### config.mk
export PLATFORM = sky130hd
export DESIGN_NAME = bram_stream_reader
export DESIGN_NICKNAME = d
export VERILOG_FILES = /design/src/rtl/bram_stream_reader_pkg.sv /design/src/rtl/bram_stream_reader_fifo.sv /design/src/rtl/bram_stream_reader.sv
export SDC_FILE = /design/constraint.sdc
export NUM_CORES = 1
export LEC_CHECK = 0
export CORE_ASPECT_RATIO = 0.5
export CORE_MARGIN = 2
export CORE_UTILIZATION = 49
export DETAILED_ROUTE_END_ITERATION = 8
export PLACE_DENSITY = 0.83
export SLEW_MARGIN = 20
export SYNTH_ARGS = -nofsm -noshare
export SYNTH_HDL_FRONTEND = slang
export SYNTH_SLANG_ARGS = --single-unit
### constraint.sdc
create_clock -name CLKA -period 2.2 [get_ports CLKA]
set_input_delay 0.22 -clock CLKA [delete_from_list [all_inputs] [get_ports CLKA]]
set_output_delay 0.22 -clock CLKA [all_outputs]
set_load 0.01 [all_outputs]
### src/rtl/bram_stream_reader_pkg.sv
// Shared constants and state encoding for the BRAM stream reader.
// RAM port geometry and the reader FSM states.
package bram_stream_reader_pkg;

  localparam int RAM_ADDR_W = 9;
  localparam int RAM_DATA_W = 8;
  localparam int RAM_RD_LAT = 1;

  typedef logic [1:0] state_t;

  localparam state_t ST_IDLE  = 2'd0;
  localparam state_t ST_ISSUE = 2'd1;
  localparam state_t ST_DRAIN = 2'd2;

  // Width needed to hold a count of 0..n.
  function automatic int cnt_w(input int n);
    return (n < 1) ? 1 : $clog2(n + 1);
  endfunction

endpackage

### src/rtl/bram_stream_reader_fifo.sv
// Small synchronous FIFO holding read data plus its last flag.
// Push and pop may coincide, including when full.
module bram_rd_fifo #(
  parameter int W     = 9,
  parameter int DEPTH = 4,
  parameter int CW    = 3
) (
  input  logic          CLKA,
  input  logic          RSTB,
  input  logic          push,
  input  logic [W-1:0]  din,
  input  logic          pop,
  output logic [W-1:0]  dout,
  output logic [CW-1:0] count,
  output logic          empty
);

  localparam int PW = (DEPTH > 1) ? $clog2(DEPTH) : 1;
  localparam logic [PW-1:0] LASTP = PW'(DEPTH - 1);
  localparam logic [CW-1:0] FULLC = CW'(DEPTH);

  logic [W-1:0]  mem [DEPTH];
  logic [PW-1:0] wp;
  logic [PW-1:0] rp;
  logic          full;
  logic          do_push;
  logic          do_pop;

  function automatic logic [PW-1:0] inc(
    input logic [PW-1:0] p
  );
    return (p == LASTP) ? '0 : p + PW'(1);
  endfunction

  assign empty   = (count == '0);
  assign full    = (count == FULLC);
  assign do_pop  = pop & ~empty;
  assign do_push = push & (~full | do_pop);
  assign dout    = mem[rp];

  // Pointer and occupancy tracking.
  always_ff @(posedge CLKA) begin
    if (RSTB) begin
      wp    <= '0;
      rp    <= '0;
      count <= '0;
    end else begin
      if (do_push) wp <= inc(wp);
      if (do_pop)  rp <= inc(rp);
      unique case ({do_push, do_pop})
        2'b10:   count <= count + CW'(1);
        2'b01:   count <= count - CW'(1);
        default: count <= count;
      endcase
    end
  end

  // Storage write; contents need no reset since reads are gated by count.
  always_ff @(posedge CLKA) begin
    if (do_push) mem[wp] <= din;
  end

endmodule

### src/rtl/bram_stream_reader.sv
// Walks a BRAM address range and streams the bytes out as valid/ready beats.
// Reads are credit-limited so the output FIFO can never overflow.
module bram_stream_reader
  import bram_stream_reader_pkg::*;
#(
  parameter int ADDR_W     = RAM_ADDR_W,
  parameter int DATA_W     = RAM_DATA_W,
  parameter int FIFO_DEPTH = 4
) (
  input  logic              CLKA,
  input  logic              RSTB,
  input  logic              start,
  input  logic [ADDR_W-1:0] base_addr,
  input  logic [ADDR_W:0]   length,
  output logic              busy,
  output logic              done,
  output logic              ram_en,
  output logic              ram_we,
  output logic              ram_rst,
  output logic [ADDR_W-1:0] ram_addr,
  input  logic [DATA_W-1:0] ram_dout,
  output logic [DATA_W-1:0] m_data,
  output logic              m_valid,
  input  logic              m_ready,
  output logic              m_last
);

  localparam int CW = cnt_w(FIFO_DEPTH);
  localparam int OW = CW + 2;
  localparam logic [ADDR_W:0] LEN1 = (ADDR_W + 1)'(1);

  state_t                st;
  logic [ADDR_W:0]       remain;
  logic                  en_last;
  logic                  zdone;
  logic [RAM_RD_LAT-1:0] rv_sr;
  logic [RAM_RD_LAT-1:0] rl_sr;
  logic [CW-1:0]         f_count;
  logic                  f_empty;
  logic [DATA_W:0]       f_dout;
  logic [OW-1:0]         occ;
  logic                  can_issue;
  logic                  hs;
  logic                  fin;

  assign ram_we  = 1'b0;
  assign ram_rst = 1'b0;

  // Credit: buffered beats plus reads still in the RAM pipeline.
  always_comb begin
    occ = OW'(f_count) + OW'(ram_en);
    for (int i = 0; i < RAM_RD_LAT; i++) begin
      occ = occ + OW'(rv_sr[i]);
    end
  end

  assign can_issue = (occ < OW'(FIFO_DEPTH));

  assign m_valid = ~f_empty;
  assign m_data  = f_empty ? '0 : f_dout[DATA_W-1:0];
  assign m_last  = ~f_empty & f_dout[DATA_W];
  assign hs      = m_valid & m_ready;
  assign fin     = (st == ST_DRAIN) & hs & m_last;
  assign done    = fin | zdone;
  assign busy    = (st != ST_IDLE) & ~fin;

  // Command FSM and registered RAM read port.
  always_ff @(posedge CLKA) begin
    if (RSTB) begin
      st       <= ST_IDLE;
      remain   <= '0;
      ram_en   <= 1'b0;
      ram_addr <= '0;
      en_last  <= 1'b0;
      zdone    <= 1'b0;
    end else begin
      ram_en <= 1'b0;
      zdone  <= 1'b0;
      unique case (st)
        ST_IDLE: begin
          if (start) begin
            if (length == '0) begin
              zdone <= 1'b1;
            end else begin
              st       <= ST_ISSUE;
              ram_en   <= 1'b1;
              ram_addr <= base_addr;
              remain   <= length - LEN1;
              en_last  <= (length == LEN1);
            end
          end
        end
        ST_ISSUE: begin
          if (remain == '0) begin
            st <= ST_DRAIN;
          end else if (can_issue) begin
            ram_en   <= 1'b1;
            ram_addr <= ram_addr + ADDR_W'(1);
            remain   <= remain - LEN1;
            en_last  <= (remain == LEN1);
            if (remain == LEN1) st <= ST_DRAIN;
          end
        end
        ST_DRAIN: begin
          if (fin) st <= ST_IDLE;
        end
        default: st <= ST_IDLE;
      endcase
    end
  end

  // Track which RAM output cycles carry data for us, and its last tag.
  always_ff @(posedge CLKA) begin
    if (RSTB) begin
      rv_sr <= '0;
      rl_sr <= '0;
    end else begin
      rv_sr[0] <= ram_en;
      rl_sr[0] <= en_last;
      for (int i = 1; i < RAM_RD_LAT; i++) begin
        rv_sr[i] <= rv_sr[i-1];
        rl_sr[i] <= rl_sr[i-1];
      end
    end
  end

  bram_rd_fifo #(
    .W     (DATA_W + 1),
    .DEPTH (FIFO_DEPTH),
    .CW    (CW)
  ) u_fifo (
    .CLKA  (CLKA),
    .RSTB  (RSTB),
    .push  (rv_sr[RAM_RD_LAT-1]),
    .din   ({rl_sr[RAM_RD_LAT-1], ram_dout}),
    .pop   (hs),
    .dout  (f_dout),
    .count (f_count),
    .empty (f_empty)
  );

endmodule

# --- Word level (Yosys, flattened, before mapping) ---
# Memories as Yosys holds them, arrays and structs flattened. A register that Yosys moved wholly into a read port is not among the register bits.
# Cells that the tools add are included.
classes:
  n_addsub: 9
  mul: 0
  div: 0
  order_cmp: 1
  eq_ne: 16
  shifts: 0
  n_mux: 36
  bitwise: 14
  reduce_logical: 10
op_table:
  columns: ["op", "count"]
  rows:
  - ["10-bit two-way mux", 4]
  - ["9-bit two-way mux", 4]
  - ["10-bit by 1-bit equality test with 1-bit output, second input constant", 2]
  - ["10-bit logical NOT", 2]
  - ["2-bit two-way mux", 10]
  - ["10-bit case mux with 2 select lines", 1]
  - ["10-bit by 1-bit subtractor with 10-bit output, second input constant", 2]
  - ["9-bit case mux with 2 select lines", 1]
  - ["1-bit two-way mux", 11]
  - ["2-bit != test, second input constant", 5]
  - ["5-bit AND reduction", 2]
  - ["9-bit by 1-bit adder with 9-bit output, second input constant", 1]
  - ["2-bit equality test, second input constant", 4]
  - ["8-bit two-way mux", 1]
  - ["1-bit AND", 7]
  - ["3-bit != test, second input constant", 2]
  - ["2-bit case mux with 3 select lines", 1]
  - ["3-bit case mux with 2 select lines", 1]
  - ["2-bit nonzero test", 3]
  - ["4-bit by 1-bit adder with 5-bit output", 1]
  - ["5-bit by 3-bit < comparator with 1-bit output, second input constant", 1]
  - ["1-bit NOT", 5]
  - ["2-bit by 1-bit adder with 2-bit output, second input constant", 2]
  - ["3-bit by 1-bit adder with 4-bit output", 1]
  - ["other kinds (9)", 12]
totals:
  register_bits: 33
  latch_bits: 0
  mem_bits_rw: 36
  rom_bits: 0
  inputBits: 31
  wordCells: 98
  n_memories: 1
mem_list:
  columns: ["memory", "words", "width", "rd", "rd_ports_with_merged_regs", "wr", "line_no", "text"]
  rows:
  - ["u_fifo.mem", 4, 9, 1, 1, 1, "bram_stream_reader_fifo.sv:22", "logic [W-1:0] mem [DEPTH];"]

# --- Depth between registers and ports, before layout ---
# Gate-level depths: netlist (run 1).
depth:
  ltp_word: 8
  mapped_depth: 9
  mapped_depth_nobuf: 9

# --- Modules after synthesis ---
# Synthesis (run 1) repeated with hierarchy kept, for this count alone.
unflattened:
  hier_cells: 331
  hier_area_um2: 3572.2
by_module_without_submodules:
  columns: ["module", "n_inst", "cells_per_inst", "area_each_um2"]
  rows:
  - ["bram_stream_reader", 1, 233, 1786.7]
  - ["bram_rd_fifo", 1, 98, 1785.5]

# --- Worst setup path before layout (run 1) ---
# Ideal clock, no wire load.
synth_path:
  kind: "register -> register"
  from: "register u_fifo.count[2]"
  to: "register u_fifo.count[2]"
  setup_ns: 0.071
  t_arrival_ns: 2.089
  setup_slack_ns: 0.040
  stages_incl_launch_ff: 10
  cell_sequence: "dfxtp_1 -> inv_1 -> o41a_1 -> inv_1 -> ha_1 -> inv_1 -> fa_1 -> xor2_1 -> or3_1 -> a21oi_1"
synth_between:
  elab_chain_cells: 8
synth_lines:
  columns: ["element", "line_no", "text"]
  rows:
  - ["from (decl)", "bram_stream_reader_fifo.sv:14", "output logic [CW-1:0] count,"]
  - ["from (signal assigned)", "bram_stream_reader_fifo.sv:51", "2'b10: count <= count + CW'(1);"]
  - ["from (signal assigned)", "bram_stream_reader_fifo.sv:52", "2'b01: count <= count - CW'(1);"]
  - ["from (signal assigned)", "bram_stream_reader_fifo.sv:53", "default: count <= count;"]
  - ["3-bit logical NOT", "bram_stream_reader_fifo.sv:35", "assign empty = (count == '0);"]
  - ["1-bit NOT", "bram_stream_reader_fifo.sv:37, bram_stream_reader.sv:59", null]
  - ["1-bit AND", "bram_stream_reader.sv:62", "assign hs = m_valid & m_ready;"]
  - ["1-bit AND", "bram_stream_reader_fifo.sv:37", "assign do_pop = pop & ~empty;"]
  - ["1-bit bitwise OR", "bram_stream_reader_fifo.sv:38", "assign do_push = push & (~full | do_pop);"]
  - ["1-bit AND", "bram_stream_reader_fifo.sv:38", null]
  - ["2-bit by 1-bit equality test with 1-bit output or 2-bit equality test (tied branches)", "bram_stream_reader_fifo.sv:50", "unique case ({do_push, do_pop})"]
  - ["3-bit case mux with 2 select lines or 2-bit nonzero test (tied branches)", null, null]
# Several ways; a longest one is shown, not always the timed one.
# A chain may end at the register's enable or synchronous reset.

# --- Worst setup path after layout (run 1) ---
layout_path:
  from: "register u_fifo.count[0]"
  to: "output port done"
layout_between:
  elab_chain_cells: 6
layout_lines:
  columns: ["element", "line_no", "text"]
  rows:
  - ["3-bit logical NOT (*)", "bram_stream_reader_fifo.sv:35", null]
  - ["1-bit NOT (*)", "bram_stream_reader.sv:59, bram_stream_reader.sv:61", null]
  - ["1-bit AND", "bram_stream_reader.sv:62", null]
  - ["1-bit AND", "bram_stream_reader.sv:63", "assign fin = (st == ST_DRAIN) & hs & m_last;"]
  - ["1-bit AND (*)", "bram_stream_reader.sv:63", null]
  - ["1-bit bitwise OR (*)", "bram_stream_reader.sv:64", "assign done = fin | zdone;"]
  - ["to (decl)", "bram_stream_reader.sv:16", "output logic done,"]
# Every way passes the cells marked *; elsewhere a longest branch is shown, timed or not.

==> out/metrics.yaml, run 1 <==
dieWidth_um: 125
tightest_slew_ns: 0.572
fin_crit_sh: 0.961
min_path_type: "flip-flop to flip-flop"
area_delta_synth_final_pct: 29.9
cts_buffers: 9
peakVddDrop_v: 0.000422
num_rows: 22
hold_viol: 0
ant_nets: 0
start_util: 0.499
cts_hold_buf: 0
drt_iter0_markers: 147
cp_common_cell: "buf_4"
path_cells: "buf_4 > or3_1 > nand2_1 > inv_1 > buf_4 > nand3_1 > nand2b_1 > dlygate4sd2_1"
maxSlewHeadroom: 0.616
fmax_ghz: 0.473
synth-main-ff-cell: "edfxtp_1"
path_class: "flip-flop to output port"
numPortBuffers: 52
skew_ns: 0.00797
fin_crit_ns: 2.12
synth_edf_count: 36
rsz0062_at_grt: "false"
drive_gt1_frac: 0.162
wl_um: 7530
async_flop_share: 0
path_clk_slew_ns: 0.06
cts_tree: "yes"
synth_area_sq_um: 3610
nets: 466
grt_busiest_layer: "met2"
slew_violations: 0
synth_common_cells: "36 x edfxtp_1, 35 x dfxtp_1, 29 x nand2_1"
p_per_area_nw_per_um2: 1120
grt_max_degree: 38
ys_seq_elements: 71
leakage_nw: 1.78
clock_path_buffers: 2
synth.yosys.warnings: 0
synth.avg_cell_area_sq_um: 10.5
crit_fanout: 4
endpoint_kind: "output port"
track_usage: 0.198
yosysSeqAreaShare: 0.494
post_drt_wl_per_cell_um: 14.4
cts.sinks: 71
antenna_found_initial: 0
grt_util_met1: 0.244
route.detailed.drc: 0
dieArea_sq_um: 8110
setup_viol: 0
max_stage_delay_ns: 0.38
synth.most_common_cell: "edfxtp_1"
hpwl_um: 5300
clk_latency_ns: 0.33
yosysTopAreaCellShare: 0.299
io-pin-count: 55
grt_pass1_wl_um: 12700
cp.required_ns: 1.98
cp-start-kind: "flip-flop"
gp_congestion: 0.851
tns_ns: 0
dr.pass1.iters: 4
diodes: 0
grt_overflow: 0
gr-usage-met2: 0.339
core_area_sq_um: 7240
grt_pass1_vias: 2719
synth.top_cells.by_area: "edfxtp_1 30%, dfxtp_1 19%, mux4_2 5.6%"
crit_slowest_cell: "or3_1"
vias: 2888
maxCapViolations: 0
h-tree-depth: 3
die_h_um: 64.7
routed_via_density: 5.52
crit_arrival_ns: 1.90
root_buffer: "clkbuf_16"
yosysTopAreaCell: "edfxtp_1"
synth_cells: 344
grtUsageMet3: 0.0586
status: "finished clean"
p_total_mw: 5.23
yosysUniqueCellTypes: 61
## stage by stage
step                      setup slack [ns]   util  area (sq um)  hold WS [ns]  cells
final                               0.0848  0.648          4690         0.466    523
after global placement             -0.0644  0.608          4400         0.454    506
after floorplan                     0.0399      -          3610         0.319    345
after CTS                          0.00165  0.644          4670         0.461    523
after detailed placement            -0.133  0.608          4400         0.457    506
after global routing               0.00277  0.648          4690         0.486    523
## sequential cells by signal, indices dropped and copies added (netlist names), named ones only
register,cells
u_fifo.count,3
st,2
remain,10
rl_sr,1
en_last,1
zdone,1
u_fifo.wp,2
ram_en,1
rv_sr,1
ram_addr,9
u_fifo.rp,2
u_fifo.mem,36
## cell type report
class / count / area [sq um]
Fill cell: 576 / 2550
Sequential cell: 71 / 1780
Multi-Input combinational cell: 236 / 1680
Timing Repair Buffer: 84 / 771
Clock buffer: 10 / 229
Tap cell: 96 / 120
Inverter: 20 / 75.1
Clock inverter: 6 / 36.3
## routing by layer
metal	routed length, um	vias up
li1	-	1423
met2	3720	78
met1	3300	1376
met3	417	11
met5	0	-
met4	95	0
## where the power goes
| group | internal (mW) | switching [mW] |
|---|---|---|
| Clock | 0.755 | 0.520 |
| Sequential | 1.61 | 0.201 |
| Combinational | 1.05 | 1.10 |
| Total | 3.41 | 1.82 |
## logic make-up (layout without fill, tap and decap cells)
kind of cell	after synthesis	count (layout)	synth area share
mux	10	10	0.0589
other cells	1	2	0.00104
simple gates	128	128	0.189
buf+inv	38	120	0.0485
flops	71	71	0.494
xor+xnor	9	9	0.0218
compound gates	74	74	0.140
fa+ha+maj	13	13	0.0471
## worst max-delay path: cells and delay by family, from the launching register on
kind / cells / cell delay, ns
buf+inv: 4 / 0.62
flops: 1 / 0.31
simple gates: 4 / 0.64
## path summary, 6_finish.rpt
| check | end | cells after the start | slack, ns | startpoint |
|---|---|---|---|---|
| min reg2reg | rl_sr$_SDFF_PP0_ | 1 | 0.47 | en_last$_SDFFE_PP0P_ |
| min | rl_sr$_SDFF_PP0_ | 1 | 0.47 | en_last$_SDFFE_PP0P_ |
| max | done | 8 | 0.08 | u_fifo.count[0]$_SDFFE_PP0P_ |
| max reg2reg | u_fifo.count[2]$_SDFFE_PP0P_ | 9 | 0.11 | u_fifo.count[2]$_SDFFE_PP0P_ |
## placed cells by master, fill, tap and decap left out, types with 3 or more instances in the layout
cell type        instances
clkdlybuf4s50_1         41
clkbuf_16                9
xor2_1                   5
nor3_1                  16
mux4_2                   9
inv_1                   19
o32ai_1                 11
and2_1                  13
clkinv_1                 3
xnor2_1                  4
o21ai_0                  7
dfxtp_1                 34
nor2b_1                  5
a21oi_1                 24
ha_1                    12
and3_1                   5
edfxtp_1                36
a31oi_1                  7
o21ai_1                  3
nor2_1                  24
nand2b_1                 5
nand3_1                  9
nand2_1                 29
a211oi_1                 4
nor4_1                   3
buf_4                   30
dlygate4sd2_1            9
## repair_timing
item                       CTS  global route
buffers inserted             1             0
hold endpoints to repair     0             0
setup endpoints to repair   11            16
gates cloned                 0             0
resized for setup           11             6
Note: power is estimated with default switching activity, not from simulation.
==> inputs of run 2 (changes only) <==
--- a/config.mk
+++ b/config.mk
@@ -7,9 +7,10 @@
 export LEC_CHECK = 0
 export CORE_ASPECT_RATIO = 0.5
 export CORE_MARGIN = 2
-export CORE_UTILIZATION = 49
+export CORE_UTILIZATION = 54
 export DETAILED_ROUTE_END_ITERATION = 8
-export PLACE_DENSITY = 0.83
+export PLACE_DENSITY = 0.87
+export SKIP_CTS_REPAIR_TIMING = 1
 export SLEW_MARGIN = 20
 export SYNTH_ARGS = -nofsm -noshare
 export SYNTH_HDL_FRONTEND = slang
==> constraint.sdc (replaced) <==
create_clock -name CLKA -period 2.1 [get_ports CLKA]
set_input_delay 0.21 -clock CLKA [delete_from_list [all_inputs] [get_ports CLKA]]
set_output_delay 0.21 -clock CLKA [all_outputs]
set_load 0.01 [all_outputs]
==> out/metrics.yaml, run 2 (synthesis results as in run 1) <==
status: "complete, but fails checks"
violations: "negative setup slack"
cts_buffers: 9  # unchanged
dieArea_sq_um: 7390  # -8.8%
maxCapViolations: 0  # unchanged
path_cells: "inv_1 > o41a_1 > inv_2 > ha_4 > inv_1 > fa_2 > xor2_1 > or3_1 > a21oi_2"
path_class: "flip-flop to flip-flop"
crit_path_end: "u_fifo.count[2]$_SDFFE_PP0P_"
cp.depth: 9  # +1
h-tree-depth: 3  # unchanged
start_util: 0.577  # +0.0784
clock_path_buffers: 2  # unchanged
cp_num_buf_inv: 3  # -1
crit_slowest_cell: "o41a_1"
rr_endpoint: "u_fifo.count[2]$_SDFFE_PP0P_"
antenna_found_initial: 0  # unchanged
diodes: 0  # unchanged
track_usage: 0.250  # +0.0512
top_register: "u_fifo.mem"
root_buffer: "clkbuf_16"
seqCellArea_sq_um: 1790  # +0.28%
cpLargestDelayFamily: "compound AO/OA/AOI/OAI gates"
nets: 473  # +1.5%
ant_nets: 0  # unchanged
endpoint_kind: "flip-flop"
vias: 3045  # +5.4%
r2r.worst_path.cells: 9  # unchanged
rsz0062_at_grt: "true"
final_cells: 522  # -0.19%
p_int_mw: 3.92  # +15%
cp-start-kind: "flip-flop"
crit_fanout: 3  # -1
clk_latency_ns: 0.33  # about the same
grt_max_degree: 38  # unchanged
numPortBuffers: 52  # unchanged
max_stage_delay_ns: 0.45  # +0.07 ns
skew_ns: 0.00505  # -0.00292 ns
routed_via_density: 5.83  # +5.6%
route.detailed.drc: 0  # unchanged
multiInputGateArea_sq_um: 1680  # +0.45%
leakage_nw: 1.95  # +9.9%
maxSlewHeadroom: 0.525  # -0.0908
dpl_worst_slack_ns: -0.261  # -0.128 ns
timing.rr.start: "u_fifo.count[2]$_SDFFE_PP0P_"
slew_violations: 0  # unchanged
top_regs: "u_fifo.mem: 36 flops, remain: 10 flops, ram_addr: 9 flops"
grt_overflow: 0  # unchanged
p_sw_mw: 2.06  # +13%
setup_viol: 1  # +1
die_h_um: 61.8  # -4.4%
wl_um: 8930  # +19%
p_per_area_nw_per_um2: 1230  # +11%
post_dp_cell_area_sq_um: 4430  # +0.74%
num_rows: 20  # -9.1%
setup_ws_ns: -0.0591  # -0.144 ns
dieWidth_um: 120  # -4.6%
cts.sinks: 71  # unchanged
fin_crit_ns: 2.16
gp_congestion: 0.868  # +1.9%
crit_path_start: "u_fifo.count[2]$_SDFFE_PP0P_"
worstHoldStart: "base_addr[1]"
post_drt_wl_per_cell_um: 17.1  # +19%
crit_arrival_ns: 2.41  # +0.51 ns
cp.required_ns: 2.35  # +0.37 ns
r2r_setup_slack_ns: -0.06  # -0.17 ns
largest_reg_flops: 36  # unchanged
fin_crit_sh: 1.03
grt_pass1_vias: 2961  # +8.9%
dr.pass1.iters: 5  # +1
core_area_sq_um: 6260  # -14%
pwr-share-seq: 0.321  # -0.024
cp_common_cell: "inv_1"
cts_tree: "yes"
drt_iter0_markers: 267  # +82%
tightest_slew_ns: 0.707  # +0.135 ns
fin_area_sq_um: 4840  # +3.2%
mostFrequentLayoutCells: "41 x clkdlybuf4s50_1, 37 x buf_4, 36 x edfxtp_1, 32 x dfxtp_1, 28 x nand2_1"
peakVddDrop_v: 0.000797  # +89%
io-pin-count: 55  # unchanged
grt_pass1_wl_um: 14100  # +11%
clkPwrFrac: 0.271  # +0.027
fmax_ghz: 0.463
drive_gt1_frac: 0.196  # +0.0343
hold_viol: 0  # unchanged
power_frac_comb: 0.408  # -0.003
final_common_cell: "clkdlybuf4s50_1"
min_path_type: "primary input to flip-flop"
hpwl_um: 6130  # +16%
dp.cells: 502  # -0.79%
p_sw_frac: 0.344  # -0.00410
fill_cells: 392  # -32%
area_delta_synth_final_pct: 34.1
path_clk_slew_ns: 0.06  # about the same
run 2: cell types whose count changed in the layout (fill, tap and decap cells not counted), sizes merged:
cell | before | now
buf | 32 | 39
bufinv | 0 | 2
clkbuf | 10 | 9
clkinv | 4 | 3
dlygate4sd2 | 9 | 0
dlymetal6s2s | 2 | 11
run 2: worst min-delay path: stages:
cell and delay, ns:
clkdlybuf4s50_1 0.40, nand2_1 0.05, a311oi_1 0.08
run 2: power groups by stage:
stage	clock, mW	combinational, mW	sequential [mW]
global route	1.70	2.64	1.95
finish	1.62	2.44	1.92
detailed placement	0	2.36	1.92
global placement	0	2.24	1.90
CTS	1.64	2.38	1.90
floorplan	0	1.41	1.90
run 2: layout make-up:
cell class                 count  share of cell area
multi-input combinational    236               0.348
sequential                    71               0.369
clock inverter                 7              0.0199
clock buffer                   9              0.0465
inverter                      20              0.0155
tap                           88              0.0228
timing repair buffer          91               0.178
run 2: metal layers:
metal | wire length [um] | up-vias | global-route usage
met5 | 0 | - | 0
met4 | 131 | 0 | 0.0908
met3 | 510 | 14 | 0.0593
met2 | 4710 | 115 | 0.466
met1 | 3580 | 1476 | 0.295
li1 | - | 1440 | -
run 2: how the worst min path moves through the flow:
stage          slack, ns  cells past startpoint                         end
3_5_place_dp        0.45                      1            rl_sr$_SDFF_PP0_
6_report            0.46                      3    ram_addr[1]$_SDFFE_PP0P_
5_1_grt             0.48                      3    ram_addr[1]$_SDFFE_PP0P_
4_1_cts             0.45                      3    ram_addr[1]$_SDFFE_PP0P_
3_3_place_gp        0.45                      1            rl_sr$_SDFF_PP0_
2_1_floorplan       0.31                      0  u_fifo.mem[0][0]$_DFFE_PP_
run 2: metrics by stage:
step	power (mW)	util	TNS [ns]	hold WS [ns]
final	5.98	0.774	-0.0591	0.456
after global routing	6.29	0.774	-0.122	0.476
after CTS	5.91	0.760	-2.11	0.452
after detailed placement	4.28	0.708	-1.84	0.452
after global placement	4.14	0.708	-0.168	0.452
after floorplan	3.31	-	0	0.309
